===== src/rtl/cpu_pkg.sv =====
// Shared types and constants for the unified-memory port arbiter.
package cpu_pkg;

  typedef enum logic [1:0] {
    IDLE,
    BUSY_I,
    BUSY_D
  } arb_state_t;

  typedef enum logic {
    GNT_IF,
    GNT_DATA
  } gnt_t;

  localparam int MEM_LAT_MIN = 1;
  localparam int MEM_LAT_MAX = 7;

  function automatic bit mem_lat_ok(input int lat);
    return (lat >= MEM_LAT_MIN) && (lat <= MEM_LAT_MAX);
  endfunction

endpackage


===== src/rtl/mem_port_arbiter_counter.sv =====
// Loadable 3-bit down-counter that times the memory busy phase.
module mem_lat_counter (
  input  logic       clk,
  input  logic       rst_n,
  input  logic       load,
  input  logic [2:0] value,
  input  logic       dec,
  output logic       done
);

  logic [2:0] count;

  // NOTE: sequential state uses non-blocking assignments so every flop samples pre-edge values.
  always_ff @(posedge clk or negedge rst_n) begin
    if (!rst_n) begin
      count <= 3'd0;
    end else if (load) begin
      count <= value;
    end else if (dec && (count != 3'd0)) begin
      count <= count - 3'd1;
    end
  end

  assign done = (count == 3'd0);

endmodule


===== src/rtl/mem_port_arbiter.sv =====
// Shares one single-port memory between instruction fetch and the MEM stage,
// serialising accesses and returning read data with a one-cycle ack.
module mem_port_arbiter
  import cpu_pkg::*;
#(
  parameter int MAW     = 7,
  parameter int DW      = 32,
  parameter int MEM_LAT = 2
) (
  input  logic           clk,
  input  logic           rst_n,
  input  logic           if_req,
  input  logic [31:0]    if_addr,
  input  logic           flush_if,
  output logic [DW-1:0]  if_rdata,
  output logic           if_ack,
  input  logic           dm_rd,
  input  logic           dm_wr,
  input  logic [31:0]    dm_addr,
  input  logic [DW-1:0]  dm_wdata,
  output logic [DW-1:0]  dm_rdata,
  output logic           dm_ack,
  output logic           mem_en,
  output logic           mem_we,
  output logic [MAW-1:0] mem_addr,
  output logic [DW-1:0]  mem_wdata,
  input  logic [DW-1:0]  mem_rdata,
  output logic           stall_if,
  output logic           stall_mem
);

  if (!mem_lat_ok(MEM_LAT)) begin : g_bad_lat
    $error("mem_port_arbiter: MEM_LAT out of range 1..7");
  end

  localparam logic [2:0] LAT_LOAD = 3'(MEM_LAT - 1);

  arb_state_t state;
  gnt_t       last_grant;
  logic       cancel;
  logic       fetch_elig;
  logic       data_elig;
  logic       grant_if;
  logic       grant_d;
  logic       cnt_done;

  // Byte-offset and out-of-window address bits are intentionally ignored.
  logic unused_addr_bits;
  assign unused_addr_bits = ^{if_addr[31:MAW+2], if_addr[1:0],
                              dm_addr[31:MAW+2], dm_addr[1:0]};

  // NOTE: give every always_comb output a default before any branch so no latch is inferred.
  always_comb begin
    fetch_elig = if_req & ~flush_if & ~if_ack;
    data_elig  = (dm_rd | dm_wr) & ~dm_ack;
    grant_if   = 1'b0;
    grant_d    = 1'b0;
    if (state == IDLE) begin
      grant_if = fetch_elig & (~data_elig | (last_grant == GNT_DATA));
      grant_d  = data_elig & ~grant_if;
    end
  end

  mem_lat_counter u_lat (
    .clk   (clk),
    .rst_n (rst_n),
    .load  (grant_if | grant_d),
    .value (LAT_LOAD),
    .dec   (state != IDLE),
    .done  (cnt_done)
  );

  always_ff @(posedge clk or negedge rst_n) begin
    if (!rst_n) begin
      state      <= IDLE;
      last_grant <= GNT_DATA;
      cancel     <= 1'b0;
      if_ack     <= 1'b0;
      dm_ack     <= 1'b0;
      mem_en     <= 1'b0;
      mem_we     <= 1'b0;
      mem_addr   <= '0;
      mem_wdata  <= '0;
      if_rdata   <= '0;
      dm_rdata   <= '0;
    end else begin
      if_ack <= 1'b0;
      dm_ack <= 1'b0;
      unique case (state)
        IDLE: begin
          if (grant_if) begin
            state      <= BUSY_I;
            last_grant <= GNT_IF;
            mem_en     <= 1'b1;
            mem_we     <= 1'b0;
            mem_addr   <= if_addr[MAW+1:2];
          end else if (grant_d) begin
            state      <= BUSY_D;
            last_grant <= GNT_DATA;
            mem_en     <= 1'b1;
            mem_we     <= dm_wr;
            mem_addr   <= dm_addr[MAW+1:2];
            mem_wdata  <= dm_wdata;
          end
        end
        BUSY_I: begin
          if (flush_if) cancel <= 1'b1;
          if (cnt_done) begin
            state  <= IDLE;
            mem_en <= 1'b0;
            cancel <= 1'b0;
            // A flush in the final busy cycle still suppresses the ack.
            if (!(cancel || flush_if)) begin
              if_ack   <= 1'b1;
              if_rdata <= mem_rdata;
            end
          end
        end
        BUSY_D: begin
          if (cnt_done) begin
            state  <= IDLE;
            mem_en <= 1'b0;
            mem_we <= 1'b0;
            dm_ack <= 1'b1;
            if (!mem_we) dm_rdata <= mem_rdata;
          end
        end
        default: state <= IDLE;
      endcase
    end
  end

  assign stall_if  = if_req & ~if_ack & ~flush_if;
  assign stall_mem = (dm_rd | dm_wr) & ~dm_ack;

`ifndef SYNTHESIS
  a_rd_wr_exclusive: assert property (@(posedge clk) disable iff (!rst_n) !(dm_rd && dm_wr));
`endif

endmodule

===== config.mk =====
export PLATFORM = sky130hd
export DESIGN_NAME = mem_port_arbiter
export DESIGN_NICKNAME = d
export VERILOG_FILES = /design/src/rtl/cpu_pkg.sv /design/src/rtl/mem_port_arbiter_counter.sv /design/src/rtl/mem_port_arbiter.sv
export SDC_FILE = /design/constraint.sdc
export NUM_CORES = 1
export LEC_CHECK = 0
export BUFFER_PORTS_ARGS = -buffer_cell sky130_fd_sc_hd__buf_2
export CAP_MARGIN = 10
export CORE_MARGIN = 3
export CORE_UTILIZATION = 45
export DETAILED_ROUTE_END_ITERATION = 6
export HOLD_SLACK_MARGIN = 0.06
export PLACE_DENSITY_LB_ADDON = 0.15
export SYNTH_ARGS = -nofsm -noshare
export SYNTH_HDL_FRONTEND = slang
export SYNTH_SLANG_ARGS = --single-unit

===== constraint.sdc =====
create_clock -name clk -period 3.45 [get_ports clk]
set_clock_uncertainty 0.15 [all_clocks]
set_input_delay 0.8625 -clock clk [delete_from_list [all_inputs] [get_ports clk]]
set_output_delay 0.8625 -clock clk [all_outputs]
set_load 0.005 [all_outputs]

==> flow_summary.json <==
{
  "finalSetupTns_ns": 0,
  "clkTransAtPathRegs_ns": 0.05,
  "wirelength_mm": 10.6,
  "initial_utilization_pct": 46.9,
  "cts_tree": "built",
  "crit_family": "simple AND/OR/NAND/NOR gates",
  "slew_viol_final": 0,
  "async_flop_share_pct": 100,
  "hold_violations": 0,
  "r2r-end": "mem_wdata[7]",
  "wl_per_cell_um": 16.2,
  "min_period_ns": 2.77,
  "p_seq_share_pct": 38.5,
  "yosys-top-cells-count": "113 x dfrtp_1, 91 x mux2_2, 8 x a31oi_1, 8 x inv_1",
  "synth_most_common_cell": "dfrtp_1",
  "syn_to_final_growth_pct": 35.1,
  "synth_cells": 307,
  "r2r_slack_ns": 0.75,
  "via_per_inst": 5.00,
  "hold_path_class": "in2async",
  "clock.fmax_mhz": 361,
  "gp_congestion": 0.754,
  "reg2reg_from": "state[0]",
  "cp_num_cells": 4,
  "nFillCells": 786,
  "crit_fanout": 6,
  "antenna_found_initial": 1,
  "std_cell_rows": 36,
  "timing.hold.ws_ns": 0.126,
  "start_kind": "primary input",
  "avgSynthCellArea_um2": 15.1,
  "crit_end": "stall_if",
  "path_cells": "buf_2, or3b_2, inv_1, buf_2",
  "drt_iter0_markers": 109,
  "cp_slowest_stage_delay_ns": 0.52,
  "fin_nets": 647,
  "synth_ff_type": "dfrtp_1",
  "fp.dieH_um": 107,
  "synth_warnings": 0,
  "cts.sinks": 114,
  "critPathArrivalTime_ns": 1.76,
  "pwr-share-clk_pct": 26.9,
  "p_total_w": 0.00584,
  "yosys.area.top_type": "dfrtp_1",
  "synth_nets": 447,
  "dr_total_vias": 3266,
  "synth_area_um2": 4620,
  "cp_slowest_cell": "or3b_2",
  "layout-drive-gt1-share_pct": 62.5,
  "swShare_pct": 30.3,
  "required_ns": 2.44,
  "dp_hpwl_mm": 7.61,
  "post_cts_resized": 0,
  "netSwitchingPower_w": 0.00177,
  "path_buf_inv": 3,
  "cp-startpoint": "flush_if",
  "tightest_slew_ns": 0.836,
  "clk_latency_ns": 0.50,
  "r2r_cells": 4,
  "drc": 0,
  "postRouteAntennaNets": 0,
  "drt_pass1_iterations": 4,
  "core_um2": 9860,
  "worst_ir_drop_vdd_mv": 0.476,
  "clock_path_buffers": 2,
  "slew_headroom_pct": 44.2,
  "ys_types": 41,
  "n_antenna_cell": 0,
  "p_int_w": 0.00407,
  "ys_seq_area_share_pct": 61.7,
  "rsz0062_at_grt": "no",
  "grt_start_max_net_pins": 61,
  "path_class": "in2out",
  "fin_cells": 653,
  "cp_common_cell": "buf_2",
  "postCtsSetupBuffers": 0,
  "dieArea_um2": 11500,
  "synth_edf_count": 0,
  "ctsHoldBuffers": 0,
  "grt_pass1_vias": 3513,
  "numCtsBuffers": 17,
  "status": "finished, final reports clean",
  "static-leakage-power_nw": 3.19,
  "ys_top_cells_by_area": "dfrtp_1 61%, mux2_2 22%, ha_1 1.6%",
  "grt_pass1_wl_mm": 16.9,
  "grtUsageTotal_pct": 18.9,
  "numPortBuffers": 192,
  "power_frac_comb_pct": 34.6,
  "grt.overflow.total": 0,
  "io_pins": 243,
  "synth-seq-cells": 114,
  "critPathCaptureType": "output port",
  "maxCapViolations": 0,
  "cts-root-buf": "clkbuf_8",
  "dp_cells": 621,
  "setup_viol": 0,
  "period_share_pct": 80.4,
  "power_density_nw_per_um2": 935,
  "die_w_um": 107,
  "htreeDepth": 4,
  "synth_top_area_share_pct": 61.1
}
-- worst min-delay path by stage --
stage / to / slack [ns] / cells after the start / startpoint
after global placement: last_grant / 0.31 / 2 / last_grant
after global routing: mem_wdata[25] / 0.13 / 1 / rst_n
after detailed placement: last_grant / 0.32 / 2 / last_grant
after CTS: mem_wdata[25] / 0.11 / 1 / rst_n
final: mem_wdata[25] / 0.13 / 1 / rst_n
after floorplan: last_grant / 0.30 / 2 / last_grant
-- routing by layer --
metal  vias up  share of wire, %  GRT usage, %
met3        17               8.6          7.14
met4         2               1.5          7.39
met5         -              0.12             0
li1       1532                 -             -
met2       119                51          31.5
met1      1596                39          22.0
-- metrics by stage --
step | utilization, % | area (µm²) | setup slack (ns)
after floorplan | - | 4620 | 0.978
after detailed placement | 57.8 | 5700 | 0.380
after global placement | 57.8 | 5700 | 0.441
after CTS | 63.3 | 6250 | 0.677
final | 63.3 | 6250 | 0.678
after global routing | 63.3 | 6250 | 0.475
-- cells in the final DEF (no fill, tap or decap), types with 3 or more instances in the layout --
cell type,count
a31oi_1,8
inv_1,8
o32ai_1,3
mux2_1,5
clkinv_2,6
clkbuf_16,16
buf_2,191
nor2_1,3
buf_4,6
dfrtp_1,113
clkbuf_8,4
o31ai_1,7
nand4_1,7
mux2_2,91
ha_1,6
a211oi_1,7
-- final cells by class --
| cell class | count | area (µm²) | share of cell area (%) |
|---|---|---|---|
| flip-flops and latches | 114 | 2850 | 45.7 |
| multi-input cells | 166 | 1620 | 26.0 |
| clock inverters | 10 | 83.8 | 1.34 |
| clock buffers | 22 | 463 | 7.41 |
| repair buffers | 198 | 1020 | 16.3 |
| inverters | 10 | 37.5 | 0.601 |
| well taps | 133 | 166 | 2.66 |
-- cell families after synthesis --
group                    share of synthesized area, %
AND/OR/NAND/NOR                                  3.84
flip-flops                                       61.7
buffers and inverters                            3.35
multiplexers                                     23.6
adder cells (fa/ha/maj)                          1.62
AO/OA/AOI/OAI                                    5.68
XOR/XNOR                                        0.189
-- sequential cells by signal (all words and copies together) (netlist names), 2 cells and up --
register	flops
u_lat.count	3
mem_addr	7
dm_rdata	32
if_rdata	32
mem_wdata	32
state	2
-- power groups by stage --
stage | registers (W) | logic (W) | clock network (W)
after global routing | 0.00233 | 0.00223 | 0.00169
after detailed placement | 0.00226 | 0.00206 | 0
after floorplan | 0.00230 | 0.00112 | 0
after global placement | 0.00222 | 0.00201 | 0
after CTS | 0.00225 | 0.00207 | 0.00162
final | 0.00225 | 0.00202 | 0.00157
-- worst reg2reg max path, cell delays in order, from the launching register on --
cell     delay, ns
dfrtp_1       0.39
inv_1         0.11
ha_1          0.55
nand3_2       0.80
mux2_1        0.60
No activity file was read; power rests on OpenSTA's default activity.
